--- config.mk ---
export PLATFORM = sky130hd
export DESIGN_NAME = square_motion_engine
export DESIGN_NICKNAME = d
export VERILOG_FILES = /design/src/rtl/square_motion_pkg.sv /design/src/rtl/bounce_axis_step.sv /design/src/rtl/square_motion_engine.sv
export SDC_FILE = /design/constraint.sdc
export NUM_CORES = 1
export LEC_CHECK = 0
export ABC_AREA = 1
export CAP_MARGIN = 20
export CORE_MARGIN = 8
export CORE_UTILIZATION = 25
export DETAILED_ROUTE_END_ITERATION = 8
export GPL_ROUTABILITY_DRIVEN = 0
export PLACE_DENSITY = 0.53
export SYNTH_ARGS = -nofsm -noshare
export SYNTH_HDL_FRONTEND = slang
export SYNTH_SLANG_ARGS = --single-unit
--- constraint.sdc ---
create_clock -name clk -period 11.8 [get_ports clk]
set_input_delay 1.77 -clock clk [delete_from_list [all_inputs] [get_ports clk]]
set_output_delay 1.77 -clock clk [all_outputs]
set_load 0.01 [all_outputs]
--- src/rtl/square_motion_pkg.sv ---
// rtl/square_motion_pkg.sv - FSM states, reset tables and per-object speeds for square_motion_engine
package square_motion_pkg;

  typedef enum logic [1:0] {
    IDLE,
    UPD_X,
    UPD_Y,
    COMMIT
  } state_t;

  localparam int MAX_OBJ = 8;

  // Entry i is object i; the first four match the demo's opening layout.
  localparam logic [9:0] X_INIT [MAX_OBJ] = '{10'd0, 10'd120, 10'd100, 10'd40,
                                              10'd200, 10'd300, 10'd400, 10'd500};
  localparam logic [9:0] Y_INIT [MAX_OBJ] = '{10'd300, 10'd300, 10'd400, 10'd200,
                                              10'd100, 10'd150, 10'd250, 10'd350};

  // Bit i is object i's direction, 1 = moving positive.
  localparam logic [MAX_OBJ-1:0] DIRX_INIT = 8'b0101_1110;
  localparam logic [MAX_OBJ-1:0] DIRY_INIT = 8'b1010_1101;

  function automatic logic [7:0] speed_x_pos(input logic [3:0] idx);
    return 8'd7 + {4'd0, idx};
  endfunction

  function automatic logic [7:0] speed_x_neg(input logic [3:0] idx);
    return 8'd3 + {4'd0, idx};
  endfunction

  function automatic logic [7:0] speed_y_pos(input logic [3:0] idx);
    return 8'd6 + {4'd0, idx};
  endfunction

  function automatic logic [7:0] speed_y_neg(input logic [3:0] idx);
    return 8'd10 + {4'd0, idx};
  endfunction

endpackage

--- src/rtl/bounce_axis_step.sv ---
// rtl/bounce_axis_step.sv - one-axis position advance with edge bounce (combinational)
module bounce_axis_step #(
  parameter int POS_W = 10
) (
  input  logic [POS_W-1:0] pos,
  input  logic             dir,
  input  logic [POS_W-1:0] speed_pos,
  input  logic [POS_W-1:0] speed_neg,
  input  logic [POS_W-1:0] hi,
  output logic [POS_W-1:0] next_pos,
  output logic             next_dir
);

  // One spare bit keeps pos+speed from wrapping before the compare.
  logic [POS_W:0] sum;

  assign sum = {1'b0, pos} + {1'b0, speed_pos};

  always_comb begin
    next_pos = pos;
    next_dir = dir;
    if (dir) begin
      if (sum >= {1'b0, hi}) begin
        next_pos = hi;
        next_dir = 1'b0;
      end else begin
        next_pos = sum[POS_W-1:0];
      end
    end else begin
      if (pos <= speed_neg) begin
        next_pos = '0;
        next_dir = 1'b1;
      end else begin
        next_pos = pos - speed_neg;
      end
    end
  end

endmodule

--- src/rtl/square_motion_engine.sv ---
// rtl/square_motion_engine.sv - per-frame square motion with shadowed commit; MOTION_PAUSE_EN adds pause
module square_motion_engine
  import square_motion_pkg::*;
#(
  parameter int NUM_OBJ = 4,
  parameter int X_LIMIT = 640,
  parameter int Y_LIMIT = 480,
  parameter int POS_W   = 10
) (
  input  logic                     clk,
  input  logic                     reset,
  input  logic                     frame_tick,
`ifdef MOTION_PAUSE_EN
  input  logic                     pause,
`endif
  input  logic [8:0]               obj_size,
  output logic [NUM_OBJ*POS_W-1:0] obj_x,
  output logic [NUM_OBJ*POS_W-1:0] obj_y,
  output logic                     busy,
  output logic                     update_done
);

  localparam int KW = (NUM_OBJ > 1) ? $clog2(NUM_OBJ) : 1;
  localparam logic [POS_W:0] LIM_X = (POS_W+1)'(X_LIMIT);
  localparam logic [POS_W:0] LIM_Y = (POS_W+1)'(Y_LIMIT);

  state_t           state, state_nxt;
  logic [KW-1:0]    k;
  logic [8:0]       size_q;
  logic [POS_W-1:0] sx [NUM_OBJ];
  logic [POS_W-1:0] sy [NUM_OBJ];
  logic [NUM_OBJ-1:0] dx, dy;

  logic             tick_ok, last_obj, on_y;
  logic [POS_W:0]   size_w;
  logic [POS_W-1:0] hi_x, hi_y;
  logic [POS_W-1:0] cur_pos, cur_spd_p, cur_spd_n, cur_hi, nxt_pos;
  logic             cur_dir, nxt_dir;

`ifdef MOTION_PAUSE_EN
  assign tick_ok = frame_tick & ~pause;
`else
  assign tick_ok = frame_tick;
`endif

  assign last_obj = (k == KW'(NUM_OBJ - 1));
  assign busy     = (state != IDLE);
  assign on_y     = (state == UPD_Y);

  always_ff @(posedge clk or posedge reset) begin
    if (reset) state <= IDLE;
    else       state <= state_nxt;
  end

  always_comb begin
    state_nxt = state;
    case (state)
      IDLE:    if (tick_ok) state_nxt = UPD_X;
      UPD_X:   state_nxt = UPD_Y;
      UPD_Y:   state_nxt = last_obj ? COMMIT : UPD_X;
      COMMIT:  state_nxt = IDLE;
      default: state_nxt = IDLE;
    endcase
  end

  // Upper bound saturates to 0 once the square is as large as the screen.
  assign size_w = (POS_W+1)'(size_q);
  assign hi_x   = (size_w >= LIM_X) ? '0 : POS_W'(LIM_X - size_w);
  assign hi_y   = (size_w >= LIM_Y) ? '0 : POS_W'(LIM_Y - size_w);

  assign cur_pos   = on_y ? sy[k] : sx[k];
  assign cur_dir   = on_y ? dy[k] : dx[k];
  assign cur_hi    = on_y ? hi_y  : hi_x;
  assign cur_spd_p = on_y ? POS_W'(speed_y_pos(4'(k))) : POS_W'(speed_x_pos(4'(k)));
  assign cur_spd_n = on_y ? POS_W'(speed_y_neg(4'(k))) : POS_W'(speed_x_neg(4'(k)));

  bounce_axis_step #(.POS_W(POS_W)) u_step (
    .pos       (cur_pos),
    .dir       (cur_dir),
    .speed_pos (cur_spd_p),
    .speed_neg (cur_spd_n),
    .hi        (cur_hi),
    .next_pos  (nxt_pos),
    .next_dir  (nxt_dir)
  );

  always_ff @(posedge clk or posedge reset) begin
    if (reset) begin
      k           <= '0;
      size_q      <= '0;
      update_done <= 1'b0;
      for (int i = 0; i < NUM_OBJ; i++) begin
        sx[i]                  <= POS_W'(X_INIT[i]);
        sy[i]                  <= POS_W'(Y_INIT[i]);
        dx[i]                  <= DIRX_INIT[i];
        dy[i]                  <= DIRY_INIT[i];
        obj_x[i*POS_W +: POS_W] <= POS_W'(X_INIT[i]);
        obj_y[i*POS_W +: POS_W] <= POS_W'(Y_INIT[i]);
      end
    end else begin
      update_done <= 1'b0;
      case (state)
        IDLE: begin
          if (tick_ok) begin
            size_q <= obj_size;
            k      <= '0;
          end
        end
        UPD_X: begin
          sx[k] <= nxt_pos;
          dx[k] <= nxt_dir;
        end
        UPD_Y: begin
          sy[k] <= nxt_pos;
          dy[k] <= nxt_dir;
          if (!last_obj) k <= k + KW'(1);
        end
        COMMIT: begin
          // The renderer only ever sees a full set, swapped in one edge.
          for (int i = 0; i < NUM_OBJ; i++) begin
            obj_x[i*POS_W +: POS_W] <= sx[i];
            obj_y[i*POS_W +: POS_W] <= sy[i];
          end
          update_done <= 1'b1;
        end
        default: ;
      endcase
    end
  end

endmodule

==> impl_metrics.json <==
{
  "grt_antenna_before_repair": 0,
  "rsz0062_at_grt": "no",
  "crit_path_end_kind": "register",
  "ys_async_sr_fraction": 1.000,
  "r2r_cells": 30,
  "critPathMaxFanout": 63,
  "crit_slowest_cell": "inv_2",
  "synthSimpleGateAreaFrac": 0.2892,
  "yosysWarnings": 0,
  "post_drt_wl_per_cell_um": 17.03,
  "ant_nets": 0,
  "drt_wl_total_mm": 29.58,
  "setup_viol": 0,
  "clkTransAtPathRegs_ns": 0.07,
  "ys_seq_area_frac": 0.4953,
  "status": "complete, no violations",
  "core_area_mm2": 0.03670,
  "cts_resized": 0,
  "drtIter0Drc": 661,
  "slew_viol_final": 0,
  "clock_skew_ns": 0.01055,
  "dr.pass1.iters": 5,
  "grt_pass1_wl_mm": 46.94,
  "rows": 70,
  "hold_depth": 2,
  "numCtsBuffers": 17,
  "synth_edf_count": 0,
  "required_ns": 12.17,
  "period_minus_slack_ns": 5.481,
  "crit_top_cell": "nand2_1",
  "grt_pass1_vias": 7944,
  "finalHoldViolCount": 0,
  "drive_gt1_frac": 0.1111,
  "synth_top_family_by_area": "simple AND/OR/NAND/NOR gates",
  "synth.largest_area_cell": "dfrtp_1",
  "cts.sinks": 182,
  "synthTopCellsByCount": "nand2_1, dfrtp_1, inv_1",
  "drc_errors": 0,
  "clk_path_buf_depth": 2,
  "area_growth_pct": 20.40,
  "cts-root-buf": "clkbuf_16",
  "tightest_slew_ns": 1.082,
  "period_share": 0.4645,
  "start_util": 0.2541,
  "drv_cap": 0,
  "syn-cell-area_mm2": 0.009326,
  "cp_slowest_stage_delay_ns": 0.51,
  "postCtsSetupRepairBufs": 0,
  "cts_tree": "done",
  "cts-hold-fix-buffers": 0,
  "grt_max_degree": 93,
  "hpwl_mm": 21.27,
  "synth_cells": 1187,
  "die_w_um": 209.1,
  "synth_compound_area_frac": 0.09056,
  "grt.total_usage": 0.1373,
  "yosysMostFrequentCell": "nand2_1",
  "nets": 1292,
  "ys_top_cells_by_area": "dfrtp_1, nand2_1, dfstp_2, o21ai_0, inv_1",
  "synth_mux_area_frac": 0.001207,
  "fmax_ghz": 0.1825,
  "die_height_um": 209.1,
  "maxSlewHeadroom": 0.2758,
  "ys.flop_type": "dfrtp_1",
  "hold_class": "register to register",
  "synth-seq-cells": 182,
  "die-area_mm2": 0.04374,
  "synthAdderAreaFrac": 0.03381,
  "synth_cell_types": 41,
  "diodes": 0,
  "h-tree-depth": 4,
  "clkLatencyLatePin_ns": 0.44,
  "synthXorXnorAreaFrac": 0.01127,
  "syn_nets": 1223,
  "numPortBuffers": 93,
  "routed-via-count": 7925,
  "avgSynthCellArea_um2": 7.857,
  "pin_count": 94,
  "tns_ns": 0,
  "grt-ovfl-total": 0,
  "crit_type": "register to register",
  "worst_ep_arrival_time_ns": 5.85,
  "yosysTopAreaCellShare": 0.3488,
  "holdWs_ns": 0.4666,
  "vias_per_cell": 4.562,
  "start_kind": "register"
}
cells by family after synthesis:
logic type	Yosys count
flops	182
xor+xnor	12
buf+inv	170
fa+ha+maj	24
simple gates	638
compound gates	160
mux	1
cell type report:
| cell class | instances | area (um2) |
|---|---|---|
| Timing Repair Buffer | 106 | 1028 |
| Fill cell | 3913 | 25470 |
| Inverter | 114 | 432.9 |
| Clock buffer | 19 | 432.9 |
| Clock inverter | 13 | 148.9 |
| Tap cell | 468 | 585.6 |
| Multi-Input combinational cell | 835 | 3981 |
| Sequential cell | 182 | 4619 |
registers in the layout, summed over array words and instances, names as in the netlist:
name	flops
dx	4
dy	4
k	2
obj_x	40
obj_y	40
size_q	9
state	2
sx	40
sy	40
update_done	1
critical path, delay by kind of cell, from the launching register on:
| family | cells | cell delay (ns) |
|---|---|---|
| compound gates | 3 | 0.83 |
| fa+ha+maj | 2 | 0.80 |
| buf+inv | 7 | 1.19 |
| flops | 1 | 0.37 |
| simple gates | 18 | 2.16 |
layer usage:
metal / routed length, um / track usage
met4: 760 / 0.05079
met5: 0 / 0
met2: 14040 / 0.2263
met3: 1655 / 0.02559
met1: 13120 / 0.1770
cells in the final DEF (no fill, tap or decap), types with 4 or more instances in the layout:
cell	instances
nand3_2	9
clkbuf_16	17
nand2_1	496
nand3_1	33
ha_1	22
xnor2_1	4
nand4_1	14
o21ai_1	9
clkdlybuf4s50_1	93
nor3_1	6
inv_1	110
nand2_4	10
dfrtp_1	130
nand2_2	13
o211ai_1	5
nor2_1	47
buf_4	13
a21oi_1	34
clkinvlp_4	4
dfstp_2	52
xor2_1	8
o21ai_0	104
final timing paths:
check	from	endpoint	slack, ns
worst max-delay path	k[0]	sy[29]	6.32
worst min-delay path	sx[15]	sx[15]	0.47
worst max register to register	k[0]	sy[29]	6.32
worst min register to register	sx[15]	sx[15]	0.47
max in group asynchronous	reset	sx[30]	7.95
min in group asynchronous	reset	obj_y[38]	1.71
stage by stage:
step | area, um2 | utilization | worst slack [ns] | cells
3_3_place_gp | 10650 | 0.2901 | 6.491 | 1705
5_1_grt | 11230 | 0.3060 | 5.704 | 1737
6_report | 11230 | 0.3060 | 6.319 | 1737
4_1_cts | 11230 | 0.3060 | 6.316 | 1737
3_5_place_dp | 10650 | 0.2901 | 6.325 | 1705
2_1_floorplan | 9326 | - | 5.172 | 1187
Power is left out: the tool's default activity adds up to more than one toggle a clock period on the data nets, which glitch-free logic cannot reach.
